===== src/rtl/fetch_sequencer_pkg.sv =====
// Shared types and widths for the fetch sequencer and its redirect latch.
package fetch_sequencer_pkg;

    localparam int XLEN   = 32;
    localparam int OFF_W  = 22;
    localparam int RS_W   = 5;

    typedef enum logic [2:0] {
        S_IDLE  = 3'd0,
        S_FETCH = 3'd1,
        S_HOLD  = 3'd2,
        S_STEP  = 3'd3,
        S_FAULT = 3'd4
    } state_e;

    typedef enum logic [1:0] {
        PC_SEQ   = 2'b00,
        PC_REL   = 2'b01,
        PC_REG   = 2'b10,
        PC_UPPER = 2'b11
    } pc_func_e;

    typedef struct packed {
        logic [1:0]       func;
        logic [OFF_W-1:0] offset;
        logic [RS_W-1:0]  rs1;
    } pc_cmd_t;

endpackage


===== src/rtl/fetch_sequencer_redirect_latch.sv =====
// Pending redirect register: a new capture always overwrites, a step clears.
module redirect_latch
    import fetch_sequencer_pkg::*;
(
    input  logic    clock,
    input  logic    reset,
    input  logic    capture,
    input  logic    clear,
    input  pc_cmd_t cmd_in,
    output logic    pend_valid,
    output pc_cmd_t pend_cmd
);

    logic    pend_valid_q, pend_valid_d;
    pc_cmd_t pend_cmd_q, pend_cmd_d;

    // Capture wins over clear so a redirect arriving during the step survives it.
    always_comb begin
        pend_valid_d = pend_valid_q;
        pend_cmd_d   = pend_cmd_q;
        if (capture) begin
            pend_valid_d = 1'b1;
            pend_cmd_d   = cmd_in;
        end else if (clear) begin
            pend_valid_d = 1'b0;
        end
    end

    always_ff @(posedge clock or posedge reset) begin
        if (reset) begin
            pend_valid_q <= 1'b0;
            pend_cmd_q   <= '0;
        end else begin
            pend_valid_q <= pend_valid_d;
            pend_cmd_q   <= pend_cmd_d;
        end
    end

    assign pend_valid = pend_valid_q;
    assign pend_cmd   = pend_cmd_q;

endmodule


===== src/rtl/fetch_sequencer.sv =====
// Multi-cycle fetch controller: IDLE -> FETCH -> HOLD -> STEP, redirects folded into STEP.
// Optional fetch-ack timeout with sticky fault enabled by FETCH_TIMEOUT_EN.
module fetch_sequencer
    import fetch_sequencer_pkg::*;
#(
    parameter int unsigned TIMEOUT_CYCLES = 255,
    parameter int unsigned TO_W           = 8
) (
    input  logic              clock,
    input  logic              reset,
    input  logic [XLEN-1:0]   pc,
    output logic              imem_req,
    output logic [XLEN-1:0]   imem_addr,
    input  logic              imem_ack,
    input  logic [XLEN-1:0]   imem_rdata,
    output logic              instr_valid,
    output logic [XLEN-1:0]   instr,
    input  logic              instr_ready,
    input  logic              redirect_valid,
    input  logic [1:0]        redirect_func,
    input  logic [OFF_W-1:0]  redirect_offset,
    input  logic [RS_W-1:0]   redirect_rs1,
    output logic [1:0]        pc_func,
    output logic [OFF_W-1:0]  pc_offset,
    output logic [RS_W-1:0]   pc_rs1,
    output logic              pc_step,
    output logic              fault
);

    if (64'(TIMEOUT_CYCLES) >= (64'd1 << TO_W)) begin : g_bad_timeout
        $error("TIMEOUT_CYCLES does not fit in TO_W bits");
    end

    state_e          state_q, state_d;
    logic [XLEN-1:0] instr_q, instr_d;
    pc_cmd_t         pc_cmd_q, pc_cmd_d;
    pc_cmd_t         redirect_in, redirect_cmd, pend_cmd;
    logic            pend_valid, redirect_now, timeout_hit;

    assign redirect_in  = '{func: redirect_func, offset: redirect_offset, rs1: redirect_rs1};
    assign redirect_now = redirect_valid | pend_valid;
    assign redirect_cmd = redirect_valid ? redirect_in : pend_cmd;

    redirect_latch u_redirect_latch (
        .clock      (clock),
        .reset      (reset),
        .capture    (redirect_valid),
        .clear      (state_q == S_STEP),
        .cmd_in     (redirect_in),
        .pend_valid (pend_valid),
        .pend_cmd   (pend_cmd)
    );

`ifdef FETCH_TIMEOUT_EN
    logic [TO_W-1:0] to_cnt_q, to_cnt_d;

    always_comb begin
        to_cnt_d = '0;
        if (state_q == S_FETCH && !imem_ack) to_cnt_d = to_cnt_q + TO_W'(1);
    end

    always_ff @(posedge clock or posedge reset) begin
        if (reset) to_cnt_q <= '0;
        else       to_cnt_q <= to_cnt_d;
    end

    assign timeout_hit = (to_cnt_d == TO_W'(TIMEOUT_CYCLES));
    assign fault       = (state_q == S_FAULT);
`else
    assign timeout_hit = 1'b0;
    assign fault       = 1'b0;
`endif

    always_comb begin
        state_d  = state_q;
        instr_d  = instr_q;
        pc_cmd_d = pc_cmd_q;
        case (state_q)
            S_IDLE: state_d = S_FETCH;
            S_FETCH: begin
                if (imem_ack) begin
                    if (redirect_now) begin
                        pc_cmd_d = redirect_cmd;
                        state_d  = S_STEP;
                    end else begin
                        instr_d = imem_rdata;
                        state_d = S_HOLD;
                    end
                end else if (timeout_hit) begin
                    state_d = S_FAULT;
                end
            end
            S_HOLD: begin
                // A redirect takes the held word with it whether or not decode took it.
                if (redirect_now) begin
                    pc_cmd_d = redirect_cmd;
                    state_d  = S_STEP;
                end else if (instr_ready) begin
                    pc_cmd_d = '{func: PC_SEQ, offset: '0, rs1: '0};
                    state_d  = S_STEP;
                end
            end
            S_STEP:  state_d = S_FETCH;
            S_FAULT: state_d = S_FAULT;
            default: state_d = S_IDLE;
        endcase
    end

    always_ff @(posedge clock or posedge reset) begin
        if (reset) begin
            state_q  <= S_IDLE;
            instr_q  <= '0;
            pc_cmd_q <= '0;
        end else begin
            state_q  <= state_d;
            instr_q  <= instr_d;
            pc_cmd_q <= pc_cmd_d;
        end
    end

    assign imem_req    = (state_q == S_FETCH);
    assign imem_addr   = imem_req ? pc : '0;
    assign instr_valid = (state_q == S_HOLD);
    assign instr       = instr_q;
    assign pc_step     = (state_q == S_STEP);
    assign pc_func     = pc_cmd_q.func;
    assign pc_offset   = pc_cmd_q.offset;
    assign pc_rs1      = pc_cmd_q.rs1;

endmodule

===== config.mk =====
export PLATFORM = sky130hd
export DESIGN_NAME = fetch_sequencer
export DESIGN_NICKNAME = d
export VERILOG_FILES = /design/src/rtl/fetch_sequencer_pkg.sv /design/src/rtl/fetch_sequencer_redirect_latch.sv /design/src/rtl/fetch_sequencer.sv
export SDC_FILE = /design/constraint.sdc
export NUM_CORES = 1
export LEC_CHECK = 0
export ABC_AREA = 1
export BUFFER_PORTS_ARGS = -buffer_cell sky130_fd_sc_hd__clkbuf_2
export CORE_ASPECT_RATIO = 0.5
export CORE_UTILIZATION = 23
export DETAILED_ROUTE_END_ITERATION = 8
export SKIP_CTS_REPAIR_TIMING = 1
export SYNTH_ARGS = -nofsm -noshare
export SYNTH_HDL_FRONTEND = slang
export SYNTH_HIERARCHICAL = 1
export SYNTH_SLANG_ARGS = --single-unit

===== constraint.sdc =====
create_clock -name clock -period 2.2 [get_ports clock]
set_clock_uncertainty 0.15 [all_clocks]
set_input_delay 0.44 -clock clock [delete_from_list [all_inputs] [get_ports clock]]
set_output_delay 0.44 -clock clock [all_outputs]
set_load 0.005 [all_outputs]

==> metrics, run 1 <==
status finished clean; hpwl dp 8820 um; CTS Buffer Depth 2; final worst path period need just over 2000 ps; Critical path buffers and inverters 3; Max Slew Vio Count 0; WHS Endpoint u_redirect_latch/pend_cmd[10]; maximum vdd drop 0.352 mV; core footprint about 0.019 mm2; Simple-Gate Fraction of Synth Area 27.5%; synthesized cell area between 0.004 and 0.005 mm2; leakage power roughly 3.6 nW; Die X 200 um; first-pass GRT wire length 18900 um; worst relative slew slack 52.9%; GR peak layer met2; power density over the cells 1080 mW/mm2; actual slew at the worst max-slew pin 706 ps; xor-xnor portion of the synthesized cell area 0%; clock sink count 94; Worst path max stage delay 410 ps; worst skew pair latency 340 ps; most frequent cells in the layout nand2_1, clkbuf_2, inv_1, dfrtp_1; Tot Pwr 0.00651 W; setup violators final 0; Crit. End Element primary output; synthesized area per cell 7.34 um2; Vias/cell 3.92; IO Pins 195; Ant. Diodes 0; Reg2Reg Depth 8; Max FO, Critical Path 32; met3 usage under 10%; leading cell type in the layout, fill and taps excluded nand2_1; initial antenna violation count 0; mux cell area share after synthesis 0%; CP Data Required Time between 1500 and 2000 ps; CP startpoint kind flop; Hold Path Class primary input to flop; total of max-cap violations 0; Initial Util 24.0%; Layout Nets 895; First DRT Iteration DRCs roughly 210; dpl cell area 0.00573 mm2; CP cell instances inv_2 > nand3_2 > buf_4 > nor2_1 > clkbuf_2; sequential fraction of the synthesis area roughly 52%; DRC viols 0; synth unique cells 16; Die H 101 um; routed via count 4154; largest family of logic cells by synthesized area simple AND/OR/NAND/NOR gates; filler instances roughly 2000; Syn. warnings 6; worst reg2reg setup slack 310 ps; largest net degree at the start of global routing just under 90; grt total ovfl 0; post-DR wirelength/cell 11.1 um; H-tree levels 3; synth-to-layout area growth 34.0%; post-synth top area share 52.4%; M2 GR Usage approximately a fifth; worst r2r src state_q[0]; post-synth top area cell dfrtp_1; TritonRoute pass-1 iters 6; dpl ws 247 ps; vias in the first global route 3780; reg2reg end pc_offset[4]; slowest cell on the critical path dfrtp_1; Compound-Gate Fraction of Synth Area 7.02%; drt total wl 11800 um; Peak Freq 0.486 GHz; ranking of synthesized cells by area dfrtp_1, nand2_1, inv_1; Final Hold Fails 0; GRT Util Overall 11.9%; Reg clk slew, reported paths 80 ps; CTS tree done; hold path depth 3; Net Count, Synth a little over 700; Routed Antenna Nets 0; Final WS setup around 140 ps; Synth Area in Adders 0%; GPL Wtd Cong 0.736; kind of critical path flop to primary output; met1 Use GR 15.0%; total CTS buffers 9; register area 0.00235 mm2; source of the worst hold timing path redirect_offset[5]; fraction of layout cells with a size suffix above 1 28.8%; # rows 35; setup TNS 0 ps; Top delay family on crit path buffers and inverters; Tcrit/Tclk final 93.5%; clk root buf clkbuf_16; area of the multi-input gates 0.00156 mm2; number of synthesized register bits 94; Mapped Cells between 600 and 700; Die ar. 0.0201 mm2; RSZ-0062 raised after global routing no; Port Buffers just under 200; final instance area 0.00602 mm2; CP arrival 1470 ps
## cells in the mapped netlist
cell	n
nor2_1	64
nand3_2	2
nor3_1	2
conb_1	1
buf_6	2
clkbuf_1	9
nand2_1	213
inv_2	3
buf_1	3
dfrtp_1	94
buf_4	7
nand3_1	31
o21ai_0	63
nor2_2	2
buf_2	13
inv_1	103
## registers in the layout (all words and copies together) (netlist names)
name,cells
pc_rs1,5
u_redirect_latch/pend_cmd,29
pc_offset,22
state_q,3
instr,32
u_redirect_latch/pend_valid,1
pc_func,2
## logic make-up (layout without fill, tap and decap cells)
family                 after synthesis  count (layout)
DFF                                 94              94
other                                1               1
buffers and inverters              140             329
and+or+nand+nor                    314             314
AOI/OAI and AO/OA                   63              63
## tightest hold or removal path, stage by stage
cell      delay [ps]
clkbuf_2          90
nand2_1           40
nand2_1           60
## worst max-delay path by stage
stage,startpoint,end,slack (ps),cells past startpoint
6_report,state_q[1],imem_addr[10],140,5
5_1_grt,state_q[2],imem_addr[10],40,5
4_1_cts,state_q[2],imem_addr[10],140,5
3_5_place_dp,redirect_valid,pc_offset[1],250,6
3_3_place_gp,redirect_valid,pc_offset[1],290,6
2_1_floorplan,reset,instr[0],10,1
## power breakdown
part           leakage [nW]  switching, W  internal (W)
logic                  2.34       0.00135       0.00102
clock network         0.135      0.000713      0.000783
registers              1.16      0.000317       0.00233
total                  3.63       0.00238       0.00413
## final cells by class
class	instances	area share (%)
clock inverters	6	0.894
flip-flops and latches	94	39.1
repair buffers	208	18.4
inverters	106	6.61
multi-input cells	378	25.9
clock buffers	9	3.74
well taps	259	5.38
## routing by layer
layer / vias to the layer above / part of all wire (%) / wire (um)
li1: 2183 / - / -
met1: 1911 / 46 / 5400
met2: 49 / 50 / 5860
met3: 11 / 3.6 / 424
met4: 0 / 1.1 / 135
met5: - / 0 / 0
## per-stage QoR
step | instances | hold slack [ps] | util, %
detailed placement | 1044 | 304 | 30.6
global route | 1060 | 145 | 32.1
CTS | 1059 | -65.7 | 32.1
finish | 1060 | 161 | 32.1
global placement | 1044 | 297 | 30.6
floorplan | 612 | 287 | -
(Power assumes the default switching activity.)
==> run 2, diff against run 1 <==
==> constraint.sdc (replaced) <==
create_clock -name clock -period 2.34 [get_ports clock]
set_clock_uncertainty 0.15 [all_clocks]
set_input_delay 0.468 -clock clock [delete_from_list [all_inputs] [get_ports clock]]
set_output_delay 0.468 -clock clock [all_outputs]
set_load 0.005 [all_outputs]
==> run 2 against run 1 <==
Compared with the run above: wire length grew 2.0%; cell area grew 0.62%; sequential cell count is the same; first-iteration DRC count grew 11%; critical endpoint unchanged; largest cell class unchanged; highest routed layer unchanged; global-route usage grew 0.12 points.
==> metrics, run 2 (synthesized netlist as in run 1, its figures left out) <==
power density over the cells 1040 mW/mm2 (-4.3%); largest net degree at the start of global routing 89 (unchanged); hold path depth 3 (unchanged); TritonRoute pass-1 iters 5 (-1); DR WL met3 465 um (+9.7%); final worst path period need 2040 ps; fraction of layout cells with a size suffix above 1 28.9% (+0.089 points); initial antenna violation count 0 (unchanged); Max FO, Critical Path 33 (+3.1%); setup TNS 0 ps (unchanged); core footprint 0.0187 mm2 (unchanged); Max Slew Vio Count 0 (unchanged); routed via count 4246 (+2.2%); first-pass GRT wire length 19100 um (+0.77%); Peak Freq 0.491 GHz; actual slew at the worst max-slew pin 725 ps (+18.6 ps); number of flip-flops in the largest register 32 (unchanged); filler instances 2040 (-0.20%); most frequent cells in the layout nand2_1, clkbuf_2, inv_1, dfrtp_1; setup violators final 0 (unchanged); CP cell instances inv_2 > nand3_2 > buf_4 > nor2_1 > clkbuf_2; H-tree levels 3 (unchanged); RSZ-0062 raised after global routing no; Hold Path Class primary input to flop; post-DR wirelength/cell 11.4 um (+1.9%); slowest cell on the critical path dfrtp_1; grt total ovfl 0 (unchanged); dpl ws 333 ps (+86.6 ps); total CTS buffers 9 (unchanged); met2 wire len 5960 um (+1.7%); maximum vdd drop 0.498 mV (+42%); fin util 32.3% (+0.20 points); GRT Util Overall 12.0% (+0.12 points); Ant. Diodes 0 (unchanged); Worst path max stage delay 390 ps (-20 ps); Initial Util 24.0% (unchanged); CTS Buffer Depth 2 (unchanged); final instance area 0.00606 mm2 (+0.62%); Die H 101 um (unchanged); dpl cell area 0.00573 mm2 (unchanged); CTS tree done; CP arrival 1420 ps (-50 ps); hpwl dp 8960 um (+1.5%); GPL Wtd Cong 0.746 (+1.4%); clock sink count 94 (unchanged); Final Hold Fails 0 (unchanged); Max Used Layer met4; total of max-cap violations 0 (unchanged); clk root buf clkbuf_16; kind of critical path flop to primary output; Layout Nets 895 (unchanged); IO Pins 195 (unchanged); CP Data Required Time 1720 ps (+110 ps); Reg clk slew, reported paths 70 ps (about the same); Vias/cell 4.00 (+2.1%); Tcrit/Tclk final 87.1%; drt total wl 12100 um (+2.0%); Port Buffers 193 (unchanged); Die X 200 um (unchanged); status finished clean; worst skew pair latency 340 ps (about the same); Routed Antenna Nets 0 (unchanged); Min Hold Slack 195 ps (+34.2 ps); leakage power 3.65 nW (+0.50%); vias in the first global route 3870 (+2.4%); leading cell type in the layout, fill and taps excluded nand2_1; # rows 35 (unchanged); Die ar. 0.0201 mm2 (unchanged); Crit. End Element primary output; Reg2Reg Depth 7 (-1); CP startpoint kind flop; DRC viols 0 (unchanged); synth-to-layout area growth 34.8%; met1 WL 5320 um (-1.3%); Final WS setup 303 ps (+159 ps); worst relative slew slack 51.7% (-1.2 points); First DRT Iteration DRCs 234 (+11%)
[run 2: worst paths after layout]
check | to | slack [ps] | from
setup reg to reg | pc_rs1[4] | 430 | state_q[0]
max in group asynchronous | u_redirect_latch/pend_cmd[2] | 870 | reset
setup / recovery | imem_addr[10] | 300 | state_q[2]
hold reg to reg | u_redirect_latch/pend_cmd[22] | 320 | u_redirect_latch/pend_cmd[22]
min in group asynchronous | pc_offset[17] | 450 | reset
hold / removal | u_redirect_latch/pend_cmd[26] | 200 | redirect_offset[21]
[run 2: power by group]
part	total [W]	switching [W]	internal, W
logic	0.00223	0.00127	0.000960
clock network	0.00156	0.000678	0.000879
registers	0.00249	0.000301	0.00219
total	0.00627	0.00225	0.00403
[run 2: cell type report]
class	instances	area (um2)	share of cell area [%]
clock buffer	10	239	3.95
clock inverter	6	77.6	1.28
inverter	106	398	6.57
multi-input combinational	378	1560	25.7
sequential	94	2350	38.8
tap	259	324	5.35
timing repair buffer	208	1110	18.3
[run 2: layer usage]
metal	vias up	track usage (%)
li1	2184	-
met1	1964	14.4
met2	81	21.0
met3	17	2.84
met4	0	4.64
met5	-	0
[run 2: critical path, delay by kind of cell (launching register included)]
family	cells	cell delay, ps
flip-flops	1	390
buffers and inverters	3	450
AND/OR/NAND/NOR	2	230
[run 2: per-stage QoR]
step / std cells / total power, W
final: 1061 / 0.00627
after global routing: 1061 / 0.00681
after CTS: 1060 / 0.00640
after detailed placement: 1044 / 0.00481
after global placement: 1044 / 0.00475
after floorplan: 612 / 0.00370
